[src/rtl/rhs_pkg.sv]
// Shared types and command encodings for the RHS2116 command sequencer.
package rhs_pkg;

  localparam int unsigned N_CH_MAX = 32;

  // READ of register 255: harmless filler that flushes the result pipeline
  localparam logic [31:0] DUMMY = 32'hFFFF_0000;

  typedef enum logic [2:0] {
    ST_IDLE,
    ST_INIT_RD,
    ST_INIT_ISSUE,
    ST_INIT_WAIT,
    ST_SCAN_IDLE,
    ST_SCAN_ISSUE,
    ST_SCAN_WAIT
  } state_t;

  // CONVERT command for one channel
  function automatic logic [31:0] convert(input logic [5:0] ch);
    return {10'b0, ch, 16'h0000};
  endfunction

endpackage

[src/rtl/rhs_cmd_sequencer_if.sv]
// SPI-master command/result handshake plus the tagged sample stream.
interface rhs_cmd_sequencer_if #(
  parameter int unsigned CMD_W = 32
) ();

  logic             spi_start;
  logic [CMD_W-1:0] spi_cmd;
  logic             spi_done;
  logic [CMD_W-1:0] spi_rdata;
  logic             smp_valid;
  logic [5:0]       smp_chan;
  logic [CMD_W-1:0] smp_data;

  modport master (
    output spi_start, spi_cmd, smp_valid, smp_chan, smp_data,
    input  spi_done, spi_rdata
  );

  modport slave (
    input  spi_start, spi_cmd, smp_valid, smp_chan, smp_data,
    output spi_done, spi_rdata
  );

endinterface

[src/rtl/rhs_cmd_ram.sv]
// Init command store: one write port, one registered read port.
module rhs_cmd_ram #(
  parameter int unsigned DEPTH = 32,
  parameter int unsigned W     = 32
) (
  input  logic                     clk,
  input  logic                     we,
  input  logic [$clog2(DEPTH)-1:0] waddr,
  input  logic [W-1:0]             wdata,
  input  logic [$clog2(DEPTH)-1:0] raddr,
  output logic [W-1:0]             rdata
);

  logic [W-1:0] mem [DEPTH];

  // Write on strobe; read data appears one cycle after the address
  always_ff @(posedge clk) begin
    if (we) begin
      mem[waddr] <= wdata;
    end
    rdata <= mem[raddr];
  end

endmodule

[src/rtl/rhs_cmd_sequencer.sv]
// Plays the init list, then one CONVERT scan per frame_tick, tagging results
// with the channel that produced them (results lag their command by two).
module rhs_cmd_sequencer
  import rhs_pkg::*;
#(
  parameter int unsigned N_CH       = 16,
  parameter int unsigned INIT_DEPTH = 32,
  parameter int unsigned CMD_W      = 32
) (
  input  logic                          clk,
  input  logic                          rst,
  input  logic                          enable,
  input  logic                          frame_tick,
  input  logic [5:0]                    init_len,
  input  logic                          cfg_we,
  input  logic [$clog2(INIT_DEPTH)-1:0] cfg_addr,
  input  logic [CMD_W-1:0]              cfg_wdata,
  rhs_cmd_sequencer_if.master           bus,
  output logic                          init_done,
  output logic                          busy,
  output logic                          overrun,
  output logic                          cfg_err
);

  localparam int unsigned AW     = $clog2(INIT_DEPTH);
  localparam logic [5:0]  K_CONV = 6'(N_CH);
  localparam logic [5:0]  K_LAST = 6'(N_CH + 1);

  if (N_CH < 1 || N_CH > N_CH_MAX) begin : g_bad_n_ch
    $error("N_CH out of range");
  end

  state_t           state;
  logic [5:0]       idx;
  logic [5:0]       len_q;
  logic [5:0]       k;
  logic             ram_we;
  logic [CMD_W-1:0] ram_rdata;

  // Host writes land only while the sequencer is parked
  assign ram_we = cfg_we && (state == ST_IDLE);

  rhs_cmd_ram #(
    .DEPTH(INIT_DEPTH),
    .W    (CMD_W)
  ) u_ram (
    .clk  (clk),
    .we   (ram_we),
    .waddr(cfg_addr),
    .wdata(cfg_wdata),
    .raddr(idx[AW-1:0]),
    .rdata(ram_rdata)
  );

  // Sequencer FSM with registered handshake, sample and status outputs
  always_ff @(posedge clk) begin
    if (rst) begin
      state         <= ST_IDLE;
      idx           <= '0;
      len_q         <= '0;
      k             <= '0;
      bus.spi_start <= 1'b0;
      bus.spi_cmd   <= '0;
      bus.smp_valid <= 1'b0;
      bus.smp_chan  <= '0;
      bus.smp_data  <= '0;
      init_done     <= 1'b0;
      busy          <= 1'b0;
      overrun       <= 1'b0;
      cfg_err       <= 1'b0;
    end else begin
      bus.spi_start <= 1'b0;
      bus.smp_valid <= 1'b0;
      overrun       <= frame_tick && (state == ST_SCAN_ISSUE || state == ST_SCAN_WAIT);
      cfg_err       <= cfg_we && (state != ST_IDLE);

      case (state)
        ST_IDLE: begin
          if (enable) begin
            if (!init_done && init_len != 6'd0) begin
              state <= ST_INIT_RD;
              idx   <= '0;
              len_q <= init_len;
              busy  <= 1'b1;
            end else begin
              state     <= ST_SCAN_IDLE;
              init_done <= 1'b1;
            end
          end
        end

        // RAM read latency slot; nothing outstanding yet, so stopping is safe
        ST_INIT_RD: begin
          if (!enable) begin
            state <= ST_IDLE;
            busy  <= 1'b0;
          end else begin
            state <= ST_INIT_ISSUE;
          end
        end

        ST_INIT_ISSUE: begin
          bus.spi_cmd   <= ram_rdata;
          bus.spi_start <= 1'b1;
          state         <= ST_INIT_WAIT;
        end

        // Init results carry nothing useful and are dropped
        ST_INIT_WAIT: begin
          if (bus.spi_done) begin
            idx <= idx + 6'd1;
            if (idx == len_q - 6'd1) begin
              init_done <= 1'b1;
              state     <= enable ? ST_SCAN_IDLE : ST_IDLE;
              busy      <= 1'b0;
            end else if (!enable) begin
              state <= ST_IDLE;
              busy  <= 1'b0;
            end else begin
              state <= ST_INIT_RD;
            end
          end
        end

        ST_SCAN_IDLE: begin
          if (!enable) begin
            state <= ST_IDLE;
          end else if (frame_tick) begin
            k     <= '0;
            state <= ST_SCAN_ISSUE;
            busy  <= 1'b1;
          end
        end

        ST_SCAN_ISSUE: begin
          bus.spi_cmd   <= (k < K_CONV) ? CMD_W'(convert(k)) : CMD_W'(DUMMY);
          bus.spi_start <= 1'b1;
          state         <= ST_SCAN_WAIT;
        end

        // Word returned now belongs to the command issued two slots earlier
        ST_SCAN_WAIT: begin
          if (bus.spi_done) begin
            if (k >= 6'd2) begin
              bus.smp_valid <= 1'b1;
              bus.smp_chan  <= k - 6'd2;
              bus.smp_data  <= bus.spi_rdata;
            end
            if (k == K_LAST) begin
              state <= enable ? ST_SCAN_IDLE : ST_IDLE;
              busy  <= 1'b0;
            end else if (!enable) begin
              state <= ST_IDLE;
              busy  <= 1'b0;
            end else begin
              k     <= k + 6'd1;
              state <= ST_SCAN_ISSUE;
            end
          end
        end

        default: begin
          state <= ST_IDLE;
          busy  <= 1'b0;
        end
      endcase
    end
  end

endmodule

[src/flat_wrapper.sv]
// flat-port wrapper written by rule: the top's interface ports become plain ports
module rhs_cmd_sequencer_flat import rhs_pkg::*;
#(
  parameter int unsigned N_CH       = 16,
  parameter int unsigned INIT_DEPTH = 32,
  parameter int unsigned CMD_W      = 32
)
  (clk, rst, enable, frame_tick, init_len, cfg_we, cfg_addr, cfg_wdata, init_done, busy, overrun, cfg_err, bus_spi_start, bus_spi_cmd, bus_smp_valid, bus_smp_chan, bus_smp_data, bus_spi_done, bus_spi_rdata);
  rhs_cmd_sequencer_if #(.CMD_W(CMD_W)) bus_i ();
  input  logic clk;
  input  logic rst;
  input  logic enable;
  input  logic frame_tick;
  input  logic [5:0] init_len;
  input  logic cfg_we;
  input  logic [$clog2(INIT_DEPTH)-1:0] cfg_addr;
  input  logic [CMD_W-1:0] cfg_wdata;
  output logic init_done;
  output logic busy;
  output logic overrun;
  output logic cfg_err;
  output wire logic [$bits(bus_i.spi_start)-1:0] bus_spi_start;
  output wire logic [$bits(bus_i.spi_cmd)-1:0] bus_spi_cmd;
  output wire logic [$bits(bus_i.smp_valid)-1:0] bus_smp_valid;
  output wire logic [$bits(bus_i.smp_chan)-1:0] bus_smp_chan;
  output wire logic [$bits(bus_i.smp_data)-1:0] bus_smp_data;
  input wire logic [$bits(bus_i.spi_done)-1:0] bus_spi_done;
  input wire logic [$bits(bus_i.spi_rdata)-1:0] bus_spi_rdata;
  assign bus_spi_start = bus_i.spi_start;
  assign bus_spi_cmd = bus_i.spi_cmd;
  assign bus_smp_valid = bus_i.smp_valid;
  assign bus_smp_chan = bus_i.smp_chan;
  assign bus_smp_data = bus_i.smp_data;
  assign bus_i.spi_done = bus_spi_done;
  assign bus_i.spi_rdata = bus_spi_rdata;
  rhs_cmd_sequencer #(.N_CH(N_CH), .INIT_DEPTH(INIT_DEPTH), .CMD_W(CMD_W)) u_core (.clk(clk), .rst(rst), .enable(enable), .frame_tick(frame_tick), .init_len(init_len), .cfg_we(cfg_we), .cfg_addr(cfg_addr), .cfg_wdata(cfg_wdata), .bus(bus_i), .init_done(init_done), .busy(busy), .overrun(overrun), .cfg_err(cfg_err));
endmodule
[config.mk]
export PLATFORM = sky130hd
export DESIGN_NAME = rhs_cmd_sequencer_flat
export DESIGN_NICKNAME = d
export VERILOG_FILES = /design/src/rtl/rhs_pkg.sv /design/src/rtl/rhs_cmd_sequencer_if.sv /design/src/rtl/rhs_cmd_ram.sv /design/src/rtl/rhs_cmd_sequencer.sv /design/src/flat_wrapper.sv
export SDC_FILE = /design/constraint.sdc
export NUM_CORES = 1
export LEC_CHECK = 0
export ABC_AREA = 1
export BUFFER_PORTS_ARGS = -buffer_cell sky130_fd_sc_hd__clkbuf_2
export CAP_MARGIN = 5
export CORE_MARGIN = 2
export CORE_UTILIZATION = 40
export DETAILED_ROUTE_END_ITERATION = 6
export GPL_TIMING_DRIVEN = 0
export PLACE_DENSITY = 0.67
export SLEW_MARGIN = 20
export SYNTH_ARGS = -nofsm -noshare
export SYNTH_HDL_FRONTEND = slang
export SYNTH_SLANG_ARGS = --single-unit
[constraint.sdc]
create_clock -name clk -period 3.2 [get_ports clk]
set_input_delay 0.64 -clock clk [delete_from_list [all_inputs] [get_ports clk]]
set_output_delay 0.64 -clock clk [all_outputs]
set_load 0.03 [all_outputs]
==> After elaboration in Yosys (flattened, before gate mapping) <==
Memories as Yosys holds them, arrays and structs flattened. A register that Yosys moved wholly into a read port is not among the register bits.
Cells that the tools add are included.
{ "op_classes": {"n_addsub": 4, "magnitude_cmp": 2, "eq_ne": 19, "mux": 44, "bitwise_logic": 3, "reduce_logical": 21} }
{ "ops": {"columns": ["operator", "count"], "rows": [
  ["32-bit case mux with 2 select lines", 1],
  ["6-bit 2-to-1 mux", 8],
  ["32-bit 2-to-1 mux", 1],
  ["3-bit 2-to-1 mux", 10],
  ["6-bit case mux with 2 select lines", 2],
  ["3-bit case mux with 7 select lines", 1],
  ["1-bit 2-to-1 mux", 18],
  ["2-bit inequality test, second input constant", 9],
  ["6-bit by 1-bit adder with 6-bit output, second input constant", 2],
  ["3-bit == test, second input constant", 3],
  ["4-bit AND reduction", 2],
  ["7-bit AND reduction", 1],
  ["3-bit by 2-bit == test with 1-bit output, second input constant", 2],
  ["6-bit by 5-bit == test with 1-bit output, second input constant", 1],
  ["6-bit == test", 1],
  ["6-bit by 2-bit >= comparator with 1-bit output, second input constant", 1],
  ["6-bit by 5-bit less-than comparator with 1-bit output, second input constant", 1],
  ["1-bit case mux with 6 select lines", 1],
  ["3-bit AND reduction", 2],
  ["6-bit AND reduction", 1],
  ["2-bit nonzero test", 3],
  ["6-bit nonzero test", 1],
  ["6-bit by 1-bit subtractor with 6-bit output, second input constant", 1],
  ["6-bit by 2-bit subtractor with 6-bit output, second input constant", 1],
  ["other kinds (14)", 19]
]} }
{ "word_totals": {"regBits": 97, "ramBits": 1024, "in_bits": 81, "out_inout_bits": 76, "word_cells": 107, "n_memories": 1} }
{ "mem_list": {"columns": ["name", "words", "width", "read_ports", "rd_clocked_by_memory_dff", "wr", "line_no", "rtl"], "rows": [
  ["u_core.u_ram.mem", 32, 32, 1, 1, 1, "rhs_cmd_ram.sv:14", "logic [W-1:0] mem [DEPTH];"]
]} }

==> Logic depth before layout (Yosys ltp) <==
{ "depth": {"ltp_word": 5, "ltp_mapped": 13, "mapped_depth_nobuf": 13} }

==> Modules after synthesis <==
From an unflattened synthesis, not the netlist that was laid out.
{ "unflattened": {"hier_cells": 4105, "area_unflattened_um2": 46600.9} }
{ "modules_own_cells": {"columns": ["mod", "instances", "cells_each", "area_per_inst_um2"], "rows": [
  ["rhs_cmd_ram", 1, 3536, 42405.7],
  ["rhs_cmd_sequencer", 1, 569, 4195.3]
]} }

==> Least setup slack after synthesis <==
No wires, ideal clock.
{ "synth_path": {"path_kind": "register to register", "from": "register u_core.state[0]", "to": "memory u_core.u_ram.mem[11][0], enable pin", "setup_ns": 0.421, "arrival_time_ns": 2.536, "required_time_ns": 2.779, "setup_slack_ns": 0.242, "path_stages_with_launch": 8, "n_path_buf": 0, "synth_period_minus_slack_ns": 2.958, "path_cell_list": "dfxtp_1 > inv_2 > nand2_2 > nor2_1 > inv_1 > nor2_1 > nand3_1 > nor2_1"} }
{ "synth_via": {"elab_chain_len": 4} }
{ "synth_rtl": {"columns": ["element", "line_no", "rtl"], "rows": [
  ["start: declaration", "rhs_cmd_sequencer.sv:33", "state_t state;"],
  ["start signal: assignment", "rhs_cmd_sequencer.sv:114", "state <= enable ? ST_SCAN_IDLE : ST_IDLE;"],
  ["start signal: assignment", "rhs_cmd_sequencer.sv:150", "state <= enable ? ST_SCAN_IDLE : ST_IDLE;"],
  ["3-bit zero test", "rhs_cmd_sequencer.sv:41", "assign ram_we = cfg_we && (state == ST_IDLE);"],
  ["1-bit logical AND", "rhs_cmd_sequencer.sv:41", null],
  ["1-bit 2-to-1 mux", "rhs_cmd_ram.sv:18", "if (we) begin"],
  ["1-bit 2-to-1 mux (not written as such)", "rhs_cmd_ram.sv:19", "mem[waddr] <= wdata;"],
  ["end: declaration", "rhs_cmd_ram.sv:14", null]
]} }
Every way passes these cells.

==> results.cfg <==
[setup_path]
reg2reg_from = u_core.idx[0]$_SDFFE_PP0P_
crit_arrival_ns = 3.77
worstPathRequired_ns = 3.83
critPathKind = reg -> reg
critPathLaunch = u_core.idx[0]$_SDFFE_PP0P_
endpoint_kind = flop
crit_path_start_kind = flop
worstPathMaxFanout = 10
r2r_setup_slack_ns = 0.07

[global_routing]
gr-usage-all-layers = 0.249
gr-total-overflow = 0
grt_max_degree = 33
antenna_found_initial = 16
grt_pass1_vias = 29644
grt_pass1_wl_mm = 204

[cells_and_area]
area_growth_pct = 18.2
nFillCells = 9538
layout-drive-gt1-share = 0.135
fin_cells = 5407
final_nets = 3916

[logic_synthesis]
synth_top_family_by_area = compound AO/OA/AOI/OAI gates
synth_edf_count = 1024
synth_nets = 3570
synth.most_common_cell = edfxtp_1
synthesis.area_um2 = 44500
synth_cell_types = 33
synthFlopType = edfxtp_1
synth-seq-cells = 1153
synthXorXnorAreaFrac = 0.00197
synthSimpleGateAreaFrac = 0.0931
ys_warn_count = 0
synth_compound_area_frac = 0.123
synth_common_cells = edfxtp_1 (1024), nor2_1 (642), o21ai_0 (500)
synth.area.top_cells = edfxtp_1 (69%), dfxtp_1 (5.8%), o21ai_0 (5.6%)
synth-async-reset-ratio = 0
syn_avg_cell_area_um2 = 12.8
synth_adder_area_share = 0.00197
synth_top_area_share = 0.692
ys_seq_area_frac = 0.750
synthMuxAreaShare = 0
synth_top_cell_by_area = edfxtp_1
syn_inst = 3482

[timing]
hold_viol_final = 0
rsz0062_at_grt = false
fmax_mhz = 319
report.final.slew_viol_count = 0
finalSetupViolations = 0
worstMarginPinSlew_ns = 1.07
fin_skew_ns = 0.0265
maxSlewHeadroom = 0.286
hold_slack_ns = 0.204
min_period_ns = 3.13
period_share = 0.979

[clock_tree]
clock_latency_ns = 0.71
cts_buffers = 110
cts_root_buffer = clkbuf_16
clk_path_buf_depth = 3
htree_levels = 3
clock-sinks = 1153
cts_tree = done
cts.reportedPaths.clkPinSlew_ns = 0.06
cts.hold.buffers_added = 0

[pwr]
p_per_area_nw_per_um2 = 621
ir_drop_mv = 0.410
p_total_uw = 32600
p_leak_uw = 0.0175

[floorplanning]
start_util = 0.402
ios = 157
die_area_um2 = 114000
dieWidth_um = 337
core_area_um2 = 111000
fp.dieH_um = 337
rows = 122

[drt]
drt_iter0_drc = 4597
vias_per_cell = 5.88
drc = 0
via_count = 31804
drtPass1Iterations = 6
ant_nets = 0
wl_mm = 146
wl_per_cell_um = 27.0

[place]
place_inst = 5163
numPortBuffers = 155
gp_congestion = 0.959
hpwl_mm = 96.2

[worst_hold_path]
min_path_type = in -> reg
hold_start = bus_spi_rdata[8]

[run]
cap_violations = 0

[outcome]
outcome = completed
## cells by family (layout without fill, tap and decap cells)
kind of cell	after synthesis	after routing
adders and majority gates	7	7
xor gates and xnor gates	10	10
and+or+nand+nor	1029	1029
buffers and inverters	322	756
AOI/OAI and AO/OA	961	961
DFF	1153	1153
other	0	3
## critical path, cell delays in order (launching register included)
cell      delay (ns)
dfxtp_1         0.54
buf_2           0.49
clkbuf_1        0.52
o21ai_0         0.25
o221ai_1        0.46
nand3_1         0.30
nand4_1         0.15
o21ai_1         0.23
inv_1           0.12
## cell usage in the layout, fill, tap and decap left out, drive strengths merged, types with 4 or more instances in the layout
| master | instances |
|---|---|
| edfxtp | 1024 |
| nor2 | 645 |
| o21ai | 621 |
| clkbuf | 444 |
| nand2 | 226 |
| buf | 166 |
| o22ai | 163 |
| dfxtp | 129 |
| nand3 | 115 |
| o221ai | 97 |
| inv | 92 |
| a21oi | 39 |
| nand4 | 38 |
| clkinv | 36 |
| o211ai | 33 |
| bufinv | 15 |
| xor2 | 8 |
| ha | 7 |
| a31oi | 4 |
| nor3 | 4 |
## layer usage
metal / global-route usage / share of wire / up-vias / wire length (um)
met3: 0.0655 / 0.14 / 370 / 20300
met4: 0.146 / 0.064 / 28 / 9360
met2: 0.372 / 0.44 / 2338 / 63800
met1: 0.329 / 0.36 / 15459 / 52200
met5: 0 / 0.0010 / - / 149
li1: - / - / 13609 / -
## where the power goes
part	switching, uW	internal (uW)	leakage, uW	total, uW
clock network	5660	7690	0.00179	13400
registers	135	16700	0.0103	16900
logic	1840	576	0.00546	2420
## flip-flops by register name, summed over array words and instances (netlist names)
register and flops:
u_core.bus.spi_start 1, u_core.u_ram.mem 1024, u_core.bus.smp_chan 6, u_core.len_q 6
u_core.busy 1, u_core.bus.smp_valid 1, u_core.bus.spi_cmd 32, u_core.bus.smp_data 32
u_core.u_ram.rdata 32, u_core.cfg_err 1, u_core.init_done 1, u_core.k 6
u_core.idx 6, u_core.overrun 1, u_core.state 3
## through the flow
step           setup TNS [ns]  setup WS, ns   util  cell area, um^2
2_1_floorplan               0         0.242      -            44500
3_3_place_gp         -2043.47         -2.25  0.426            47100
3_5_place_dp          -365.31        -0.674  0.437            48300
4_1_cts                     0        0.0408  0.475            52500
5_1_grt                     0        0.0701  0.475            52500
6_report                    0        0.0669  0.476            52600
## layout make-up
class	count	area, um^2	share of cell area
Antenna cell	3	7.51	0.000143
Buffer	239	1020	0.0193
Clock buffer	137	2930	0.0557
Clock inverter	63	728	0.0139
Inverter	83	314	0.00598
Multi-Input combinational cell	2007	10100	0.191
Sequential cell	1153	33300	0.634
Tap cell	1488	1860	0.0354
Timing Repair Buffer	234	2310	0.0439
## timing repair
item | in CTS | in global routing
buffers inserted | 35 | 6
pin swaps | 17 | 5
setup endpoints to repair | 1010 | 247
resized for setup | 5 | 2
## final timing paths
path,depth (start not counted),endpoint
worst max-delay path,8,u_core.u_ram.rdata[4]$_DFF_P_
worst min-delay path,3,u_core.bus.smp_data[8]$_SDFFE_PP0P_
worst max register to register,8,u_core.u_ram.rdata[4]$_DFF_P_
worst min register to register,2,u_core.bus.spi_cmd[1]$_SDFFE_PP0P_
(Power assumes the default switching activity.)
